$ cat src/rtl/ex_mdu_ctrl_pkg.sv
// rtl/ex_mdu_ctrl_pkg.sv - shared types and constants for the RV32M multiply/divide sequencer
// Purpose: fun3 op codes, FSM state encoding, widths and operand-signedness helpers.
// Ports: none (package).
// Width override: define XLEN before compilation to change the datapath width.
`ifndef XLEN
`define XLEN 32
`endif

package ex_mdu_ctrl_pkg;

   localparam int XLEN  = `XLEN;
   localparam int CNT_W = 6;

   localparam logic [6:0]      MDU_FUN7 = 7'b0000001;
   localparam logic [XLEN-1:0] MIN_INT  = {1'b1, {(XLEN-1){1'b0}}};

   localparam logic [2:0] MDU_MUL    = 3'd0;
   localparam logic [2:0] MDU_MULH   = 3'd1;
   localparam logic [2:0] MDU_MULHSU = 3'd2;
   localparam logic [2:0] MDU_MULHU  = 3'd3;
   localparam logic [2:0] MDU_DIV    = 3'd4;
   localparam logic [2:0] MDU_DIVU   = 3'd5;
   localparam logic [2:0] MDU_REM    = 3'd6;
   localparam logic [2:0] MDU_REMU   = 3'd7;

   typedef enum logic [1:0] {
      MDU_IDLE = 2'd0,
      MDU_CALC = 2'd1,
      MDU_FIX  = 2'd2,
      MDU_DONE = 2'd3
   } mdu_state_e;

   // MUL only needs the low word, which is sign-agnostic, so it is run unsigned.
   function automatic logic rs1_signed(input logic [2:0] fun3);
      return (fun3 == MDU_MULH) || (fun3 == MDU_MULHSU) ||
             (fun3 == MDU_DIV)  || (fun3 == MDU_REM);
   endfunction

   function automatic logic rs2_signed(input logic [2:0] fun3);
      return (fun3 == MDU_MULH) || (fun3 == MDU_DIV) || (fun3 == MDU_REM);
   endfunction

endpackage

$ cat src/rtl/ex_mdu_ctrl_if.sv
// rtl/ex_mdu_ctrl_if.sv - EX-stage request/response bundle for the multiply/divide sequencer
// Purpose: groups the EX request, flush and result/stall signals.
// Signals: req_i, fun3_i, rs1_i, rs2_i, flush_i (EX -> MDU); stall_o, res_valid_o, res_o (MDU -> EX).
// Modports: master = EX stage, slave = MDU.
interface ex_mdu_ctrl_if;
   import ex_mdu_ctrl_pkg::*;

   logic            req_i;
   logic [2:0]      fun3_i;
   logic [XLEN-1:0] rs1_i;
   logic [XLEN-1:0] rs2_i;
   logic            flush_i;
   logic            stall_o;
   logic            res_valid_o;
   logic [XLEN-1:0] res_o;

   modport master (
      output req_i, fun3_i, rs1_i, rs2_i, flush_i,
      input  stall_o, res_valid_o, res_o
   );

   modport slave (
      input  req_i, fun3_i, rs1_i, rs2_i, flush_i,
      output stall_o, res_valid_o, res_o
   );

endinterface

$ cat src/rtl/ex_mdu_ctrl_mdu_step.sv
// rtl/ex_mdu_ctrl_mdu_step.sv - one combinational iteration of the shared multiply/divide datapath
// Purpose: radix-2 shift-add (multiply) or restoring shift-subtract (divide) step.
// Ports: i_acc {hi,lo} accumulator, i_op multiplicand/divisor, i_div mode select, o_acc next accumulator.
module ex_mdu_ctrl_mdu_step
   import ex_mdu_ctrl_pkg::*;
(
   input  logic [2*XLEN-1:0] i_acc,
   input  logic [XLEN-1:0]   i_op,
   input  logic              i_div,
   output logic [2*XLEN-1:0] o_acc
);

   logic [XLEN-1:0] w_hi;
   logic [XLEN-1:0] w_lo;
   logic [XLEN:0]   w_sum;
   logic [XLEN:0]   w_rem;
   logic [XLEN:0]   w_diff;

   assign w_hi   = i_acc[2*XLEN-1:XLEN];
   assign w_lo   = i_acc[XLEN-1:0];
   // Multiply: lo holds the remaining multiplier bits; carry of the add shifts into hi.
   assign w_sum  = {1'b0, w_hi} + (w_lo[0] ? {1'b0, i_op} : {(XLEN+1){1'b0}});
   // Divide: partial remainder stays below the divisor, so rem < 2*op and the
   // difference never needs more than XLEN bits; its top bit is the borrow.
   assign w_rem  = {w_hi, w_lo[XLEN-1]};
   assign w_diff = w_rem - {1'b0, i_op};

   always_comb begin
      o_acc = i_acc;
      if (!i_div) begin
         o_acc = {w_sum, w_lo[XLEN-1:1]};
      end else if (!w_diff[XLEN]) begin
         o_acc = {w_diff[XLEN-1:0], w_lo[XLEN-2:0], 1'b1};
      end else begin
         o_acc = {w_rem[XLEN-1:0], w_lo[XLEN-2:0], 1'b0};
      end
   end

endmodule

$ cat src/rtl/ex_mdu_ctrl.sv
// rtl/ex_mdu_ctrl.sv - multi-cycle RV32M multiply/divide sequencer for the EX stage
// Purpose: accepts an M-op, stalls the pipeline while iterating, returns one result pulse.
// Ports: clk, rst_n (async active-low), bus (ex_mdu_ctrl_if.slave).
// Option: MDU_FAST_MUL_EN selects a single-cycle multiplier for MUL/MULH/MULHSU/MULHU.
module ex_mdu_ctrl
   import ex_mdu_ctrl_pkg::*;
(
   input  logic         clk,
   input  logic         rst_n,
   ex_mdu_ctrl_if.slave bus
);

   mdu_state_e        r_state;
   logic [2:0]        r_fun3;
   logic [CNT_W-1:0]  r_cnt;
   logic [2*XLEN-1:0] r_acc;
   logic [XLEN-1:0]   r_op;
   logic              r_neg_q;
   logic              r_neg_r;
   logic              r_res_valid;
   logic [XLEN-1:0]   r_res;

   logic              w_s1;
   logic              w_s2;
   logic              w_is_div;
   logic              w_div0;
   logic              w_ovf;
   logic              w_accept;
   logic [XLEN-1:0]   w_abs1;
   logic [XLEN-1:0]   w_abs2;
   logic [XLEN-1:0]   w_special;
   logic [2*XLEN-1:0] w_step_acc;
   logic [2*XLEN-1:0] w_prod;
   logic [XLEN-1:0]   w_quo;
   logic [XLEN-1:0]   w_rem;
   logic [XLEN-1:0]   w_fix_res;

   assign w_s1     = rs1_signed(bus.fun3_i) & bus.rs1_i[XLEN-1];
   assign w_s2     = rs2_signed(bus.fun3_i) & bus.rs2_i[XLEN-1];
   assign w_abs1   = w_s1 ? -bus.rs1_i : bus.rs1_i;
   assign w_abs2   = w_s2 ? -bus.rs2_i : bus.rs2_i;
   assign w_is_div = bus.fun3_i[2];
   assign w_div0   = w_is_div && (bus.rs2_i == '0);
   // Only DIV/REM (fun3[0]=0) can overflow.
   assign w_ovf    = w_is_div && !bus.fun3_i[0] && (bus.rs1_i == MIN_INT) && (bus.rs2_i == '1);
   // fun3[1] distinguishes REM* from DIV* within the divide group.
   assign w_special = w_div0 ? (bus.fun3_i[1] ? bus.rs1_i : '1)
                             : (bus.fun3_i[1] ? '0 : MIN_INT);
   assign w_accept  = (r_state == MDU_IDLE) && bus.req_i && !bus.flush_i;

`ifdef MDU_FAST_MUL_EN
   logic [2*XLEN-1:0] w_fa;
   logic [2*XLEN-1:0] w_fb;
   logic [2*XLEN-1:0] w_fp;
   // w_s1/w_s2 are exactly the sign-extension bits of the 33-bit signed operands.
   assign w_fa = {{XLEN{w_s1}}, bus.rs1_i};
   assign w_fb = {{XLEN{w_s2}}, bus.rs2_i};
   assign w_fp = w_fa * w_fb;
`endif

   ex_mdu_ctrl_mdu_step u_step (
      .i_acc (r_acc),
      .i_op  (r_op),
      .i_div (r_fun3[2]),
      .o_acc (w_step_acc)
   );

   assign w_prod = r_neg_q ? -r_acc : r_acc;
   assign w_quo  = r_neg_q ? -r_acc[XLEN-1:0] : r_acc[XLEN-1:0];
   assign w_rem  = r_neg_r ? -r_acc[2*XLEN-1:XLEN] : r_acc[2*XLEN-1:XLEN];

   always_comb begin
      w_fix_res = '0;
      if (r_fun3[2]) begin
         w_fix_res = r_fun3[1] ? w_rem : w_quo;
      end else if (r_fun3 == MDU_MUL) begin
         w_fix_res = w_prod[XLEN-1:0];
      end else begin
         w_fix_res = w_prod[2*XLEN-1:XLEN];
      end
   end

   always_ff @(posedge clk or negedge rst_n) begin
      if (!rst_n) begin
         r_state     <= MDU_IDLE;
         r_fun3      <= '0;
         r_cnt       <= '0;
         r_acc       <= '0;
         r_op        <= '0;
         r_neg_q     <= 1'b0;
         r_neg_r     <= 1'b0;
         r_res_valid <= 1'b0;
         r_res       <= '0;
      end else begin
         r_res_valid <= 1'b0;
         if (bus.flush_i) begin
            r_state <= MDU_IDLE;
            r_cnt   <= '0;
         end else begin
            case (r_state)
               MDU_IDLE: begin
                  if (bus.req_i) begin
                     r_fun3  <= bus.fun3_i;
                     r_cnt   <= '0;
                     r_acc   <= {{XLEN{1'b0}}, w_abs1};
                     r_op    <= w_abs2;
                     r_neg_q <= w_s1 ^ w_s2;
                     r_neg_r <= w_s1;
                     if (w_div0 || w_ovf) begin
                        r_res       <= w_special;
                        r_res_valid <= 1'b1;
                        r_state     <= MDU_DONE;
                     end
`ifdef MDU_FAST_MUL_EN
                     else if (!w_is_div) begin
                        // Product is already signed-correct; FIX only selects the word.
                        r_acc   <= w_fp;
                        r_neg_q <= 1'b0;
                        r_state <= MDU_FIX;
                     end
`endif
                     else begin
                        r_state <= MDU_CALC;
                     end
                  end
               end
               MDU_CALC: begin
                  r_acc <= w_step_acc;
                  if (r_cnt == CNT_W'(XLEN-1)) begin
                     r_state <= MDU_FIX;
                  end else begin
                     r_cnt <= r_cnt + 1'b1;
                  end
               end
               MDU_FIX: begin
                  r_res       <= w_fix_res;
                  r_res_valid <= 1'b1;
                  r_state     <= MDU_DONE;
               end
               MDU_DONE: begin
                  r_state <= MDU_IDLE;
               end
               default: begin
                  r_state <= MDU_IDLE;
               end
            endcase
         end
      end
   end

   // Low in DONE so EX advances on the edge that retires the result.
   assign bus.stall_o     = w_accept || (r_state == MDU_CALC) || (r_state == MDU_FIX);
   assign bus.res_valid_o = r_res_valid;
   assign bus.res_o       = r_res;

endmodule

$ cat src/flat_wrapper.sv
// flat-port wrapper written by rule: the top's interface ports become plain ports
module ex_mdu_ctrl_flat import ex_mdu_ctrl_pkg::*;
  (clk, rst_n, bus_req_i, bus_fun3_i, bus_rs1_i, bus_rs2_i, bus_flush_i, bus_stall_o, bus_res_valid_o, bus_res_o);
  ex_mdu_ctrl_if bus_i ();
  input  logic clk;
  input  logic rst_n;
  input wire logic [$bits(bus_i.req_i)-1:0] bus_req_i;
  input wire logic [$bits(bus_i.fun3_i)-1:0] bus_fun3_i;
  input wire logic [$bits(bus_i.rs1_i)-1:0] bus_rs1_i;
  input wire logic [$bits(bus_i.rs2_i)-1:0] bus_rs2_i;
  input wire logic [$bits(bus_i.flush_i)-1:0] bus_flush_i;
  output wire logic [$bits(bus_i.stall_o)-1:0] bus_stall_o;
  output wire logic [$bits(bus_i.res_valid_o)-1:0] bus_res_valid_o;
  output wire logic [$bits(bus_i.res_o)-1:0] bus_res_o;
  assign bus_i.req_i = bus_req_i;
  assign bus_i.fun3_i = bus_fun3_i;
  assign bus_i.rs1_i = bus_rs1_i;
  assign bus_i.rs2_i = bus_rs2_i;
  assign bus_i.flush_i = bus_flush_i;
  assign bus_stall_o = bus_i.stall_o;
  assign bus_res_valid_o = bus_i.res_valid_o;
  assign bus_res_o = bus_i.res_o;
  ex_mdu_ctrl u_core (.clk(clk), .rst_n(rst_n), .bus(bus_i));
endmodule
$ cat config.mk
export PLATFORM = sky130hd
export DESIGN_NAME = ex_mdu_ctrl_flat
export DESIGN_NICKNAME = d
export VERILOG_FILES = /design/src/rtl/ex_mdu_ctrl_pkg.sv /design/src/rtl/ex_mdu_ctrl_if.sv /design/src/rtl/ex_mdu_ctrl_mdu_step.sv /design/src/rtl/ex_mdu_ctrl.sv /design/src/flat_wrapper.sv
export SDC_FILE = /design/constraint.sdc
export NUM_CORES = 1
export LEC_CHECK = 0
export BUFFER_PORTS_ARGS = -buffer_cell sky130_fd_sc_hd__clkbuf_2
export CAP_MARGIN = 5
export CORE_MARGIN = 4
export CORE_UTILIZATION = 40
export CTS_CLUSTER_SIZE = 20
export DETAILED_ROUTE_END_ITERATION = 12
export GPL_TIMING_DRIVEN = 1
export PLACE_DENSITY = 0.59
export RECOVER_POWER = 100
export SYNTH_ARGS = -nofsm -noshare
export SYNTH_HDL_FRONTEND = slang
export SYNTH_SLANG_ARGS = --single-unit
$ cat constraint.sdc
create_clock -name clk -period 3.7 [get_ports clk]
set_input_delay 0.555 -clock clk [delete_from_list [all_inputs] [get_ports clk]]
set_output_delay 0.555 -clock clk [all_outputs]
set_load 0.03 [all_outputs]
==> impl_results.md <==
* Remaining DRCs at 0
* Setup total negative slack at 0 ns
* Status: finished with violations
* Worst slew slack as a fraction of its limit at -37.9%
* Diodes inserted at 0
* Number of nets in the synthesized netlist at 2,097
* Number of pins exceeding their max-slew limit in the final report at 101
* Buffers and inverters on the worst path at 1
* Fillers at 3,670
* Number of sinks handled by clock tree synthesis at 142
* Net count of the finished layout at 2,180
* CTS clk-pin slew, worst paths at 0.07 ns
* Cell with the most instances after synthesis: sky130_fd_sc_hd__nand2_1
* Cell count after synthesis at 1,951
* Die H at 199 µm
* Antenna viol nets, final at 0
* Ranking of synthesized cells by instance count: sky130_fd_sc_hd__nand2_1 (263), sky130_fd_sc_hd__o21ai_0 (258), sky130_fd_sc_hd__nor2_1 (165)
* Number of violations of the max-capacitance limit at 2
* Crit Path Class: in2reg
* Clock Latency Late Sink at 0.45 ns
* Final weighted congestion in routability-driven placement at 1.01
* Detailed Route WL at 54.5 mm
* Power per standard cell area at 975 nW/µm²
* Length of the first detailed-routing pass in iterations at 6
* Class of the tightest hold or removal check: in2reg
* Actual transition at the worst max-transition pin at 2.07 ns
* Sequential-to-total area share from yosys stat at 24.3%
* Post-CTS Setup Bufs at 0
* Cell leakage power at 6.96 nW
* Violations in the final reports: capacitance limit, slew limit
* Yosys Warn Count at 0
* Residual overflow from global routing at 0
* Number of hold buffers added after CTS at 0
* Hold_ws at 0.437 ns
* Primary flip-flop cell chosen by synthesis mapping: sky130_fd_sc_hd__dfrtp_1
* Critical path's top delay family: simple AND/OR/NAND/NOR gates
* Fraction of registers with async set/reset at 100%
* DP Worst Slack at -0.133 ns
* Highest achievable clock rate at 0.275 GHz
* Critical-path maximum fanout at 5
* Resized cells post-CTS at 0
* Die outline area at 39,600 µm²
* CP required at 3.99 ns
* Post-synthesis area per instance at 7.48 µm²
* Vias post-DR at 15,100
* Worst Hold Path Cells at 3
* Antenna violations before repair at 0
* Flip-flop and latch count after synthesis at 142
* Unrepaired setup endpoints after global routing: false
* Via count of the first global-routing pass at 14,200
* Cell type contributing the most total cell area after synthesis: sky130_fd_sc_hd__dfrtp_1
* Post-detailed-route wirelength per cell at 21.7 µm
* Post-DR vias/cell at 6.02
* Worst r2r src: u_core.r_acc[0]
* Proportion of layout cells with a drive suffix above 1 at 11.2%
* Starting Density at 40.8%
* Maximum number of pins on one net before global-route repair at 77
* DR iter-0 viols at 1,547
* Area inside the core boundary at 35,800 µm²
* Endpoint, Worst Hold: u_core.r_op[4]
* Arrival time at the worst endpoint at 3.92 ns
* Count of flip-flops with a built-in enable after synthesis at 0
* VDD IR max at 0.431 mV
* Master of the slowest instance on the critical path: sky130_fd_sc_hd__a2111oi_1
* Crit path cell chain: clkbuf_2, or4_4, or3_1, nor3_1, nand3_1, o21ai_2, nand3_2, a21o_1, a2111oi_1, nor2_1
* Buffer depth of the longest clock path at 2
* H-tree depth reported by CTS at 4
* Share of the cycle needed by the critical path after routing at 98.2%
* Total track usage at 26.8%
* Count of distinct cell types in the synthesized netlist at 90
* First-pass GRT wire length at 83.3 mm
* FF-to-FF path depth at 15
* Clk_skew at 0.0139 ns
* Main area contributors after synthesis: sky130_fd_sc_hd__dfrtp_1 (24%), sky130_fd_sc_hd__o21ai_0 (8.8%), sky130_fd_sc_hd__nand2_1 (6.8%)
* Post-synth top area share at 24.3%
* Horizontal die dimension at 199 µm
* Startpoint types: input port
* Total of endpoints with negative setup slack in the final report at 0
* Area of the mapped netlist at 14,600 µm²
* Final hold violation count at 0
* Port buffer count at 104
* Endpoint type of the worst setup path: flip-flop
* Number of buffers created by CTS at 17
* Post-detailed-placement half-perimeter wirelength at 42.1 mm
* Number of core rows at 69
* FF-to-FF setup slack at 0.18 ns
* Fin crit period at 3.63 ns
* Worst Hold Launch: bus_rs2_i[4]
* Number of primary I/O pins at 105
* Destination of the worst register-to-register timing path: u_core.r_acc[63]
* Slack of the critical path at 0.0664 ns
* Clock tree from TritonCTS: done
* Clock tree root buffer cell: sky130_fd_sc_hd__clkbuf_16
* Area grow syn2layout at 12.1%
* Maximum cell stage delay along the critical path at 0.74 ns
-- power breakdown --
group          switching [mW]  leakage, nW  total (mW)  internal (mW)
Sequential              0.983         1.81        3.18           2.19
Combinational            6.94         4.87        11.0           4.10
Clock                   0.827        0.280        1.73          0.904
Total                    8.75         6.96        15.9           7.20
-- tightest hold or removal path, stage by stage --
cell	delay (ns)
sky130_fd_sc_hd__clkbuf_2	0.11
sky130_fd_sc_hd__xnor2_1	0.11
sky130_fd_sc_hd__o21ai_0	0.06
-- cell usage in the layout, fill, tap and decap left out, types with 19 or more instances in the layout --
master	n
sky130_fd_sc_hd__nor2_1	164
sky130_fd_sc_hd__buf_4	72
sky130_fd_sc_hd__nand3_1	28
sky130_fd_sc_hd__or3_1	23
sky130_fd_sc_hd__a21oi_1	124
sky130_fd_sc_hd__clkbuf_1	41
sky130_fd_sc_hd__nor3_1	32
sky130_fd_sc_hd__inv_1	66
sky130_fd_sc_hd__nand2_1	263
sky130_fd_sc_hd__mux2i_1	43
sky130_fd_sc_hd__ha_1	73
sky130_fd_sc_hd__clkbuf_2	76
sky130_fd_sc_hd__o31ai_1	36
sky130_fd_sc_hd__dfrtp_1	140
sky130_fd_sc_hd__xor2_1	105
sky130_fd_sc_hd__a22oi_1	24
sky130_fd_sc_hd__nand4_1	19
sky130_fd_sc_hd__o21ai_0	260
sky130_fd_sc_hd__o211ai_1	19
sky130_fd_sc_hd__nand2b_1	29
sky130_fd_sc_hd__a21o_1	19
sky130_fd_sc_hd__xnor2_1	99
sky130_fd_sc_hd__a31oi_1	27
-- stage by stage --
| step | cell area [µm²] | util, % | instances | power [mW] |
|---|---|---|---|---|
| 6_report | 16400 | 45.7 | 2508 | 15.9 |
| 5_1_grt | 16400 | 45.7 | 2508 | 17.1 |
| 4_1_cts | 16500 | 45.9 | 2508 | 15.8 |
| 3_5_place_dp | 15900 | 44.3 | 2476 | 14.0 |
| 3_3_place_gp | 15900 | 44.3 | 2476 | 13.9 |
| 2_1_floorplan | 14600 | - | 1951 | 10.7 |
-- area by class of cell --
cell class / count / area [µm²] / area share, %
clock inverter: 14 / 124 / 0.757
tap: 461 / 577 / 3.53
multi-input combinational: 1614 / 10300 / 62.8
timing repair buffer: 192 / 1130 / 6.94
sequential: 142 / 3560 / 21.7
inverter: 67 / 251 / 1.54
clock buffer: 18 / 439 / 2.68
-- worst max-delay path by stage --
stage | depth (start not counted) | to | slack, ns | from
after floorplan | 14 | u_core.r_acc[63] | 0.40 | u_core.r_acc[0]
after global placement | 10 | u_core.bus.res_o[1] | -0.19 | bus_rs2_i[12]
after detailed placement | 10 | u_core.bus.res_o[1] | -0.13 | bus_rs1_i[16]
after CTS | 12 | u_core.r_acc[63] | 0.01 | u_core.r_op[0]
after global routing | 10 | u_core.bus.res_o[1] | 0.01 | bus_rs1_i[10]
final | 10 | u_core.bus.res_o[1] | 0.07 | bus_rs1_i[10]
-- routing by layer --
metal  vias to the layer above  wire length, µm  global-route usage, %
met5                         -                0                      0
met4                         0             2380                   11.4
met3                       107             3320                   3.73
met2                       599            25400                   43.8
met1                      7257            23400                   35.6
li1                       7145                -                      -
-- registers in the layout, indices dropped and copies added (netlist names) --
name / cells
u_core.r_fun3: 3
u_core.r_neg_r: 1
u_core.bus.res_valid_o: 1
u_core.r_op: 32
u_core.r_neg_q: 1
u_core.r_acc: 64
u_core.bus.res_o: 32
u_core.r_cnt: 6
u_core.r_state: 2
-- cells by family (layout without fill, tap and decap cells) --
| family | Yosys count | count (layout) | synth area share, % |
|---|---|---|---|
| simple gates | 650 | 650 | 21.2 |
| buf+inv | 195 | 291 | 5.40 |
| xor+xnor | 204 | 204 | 12.2 |
| compound gates | 637 | 637 | 27.0 |
| flops | 142 | 142 | 24.3 |
| mux | 48 | 48 | 3.33 |
| fa+ha+maj | 75 | 75 | 6.53 |
Note: power is estimated with default switching activity, not from simulation.
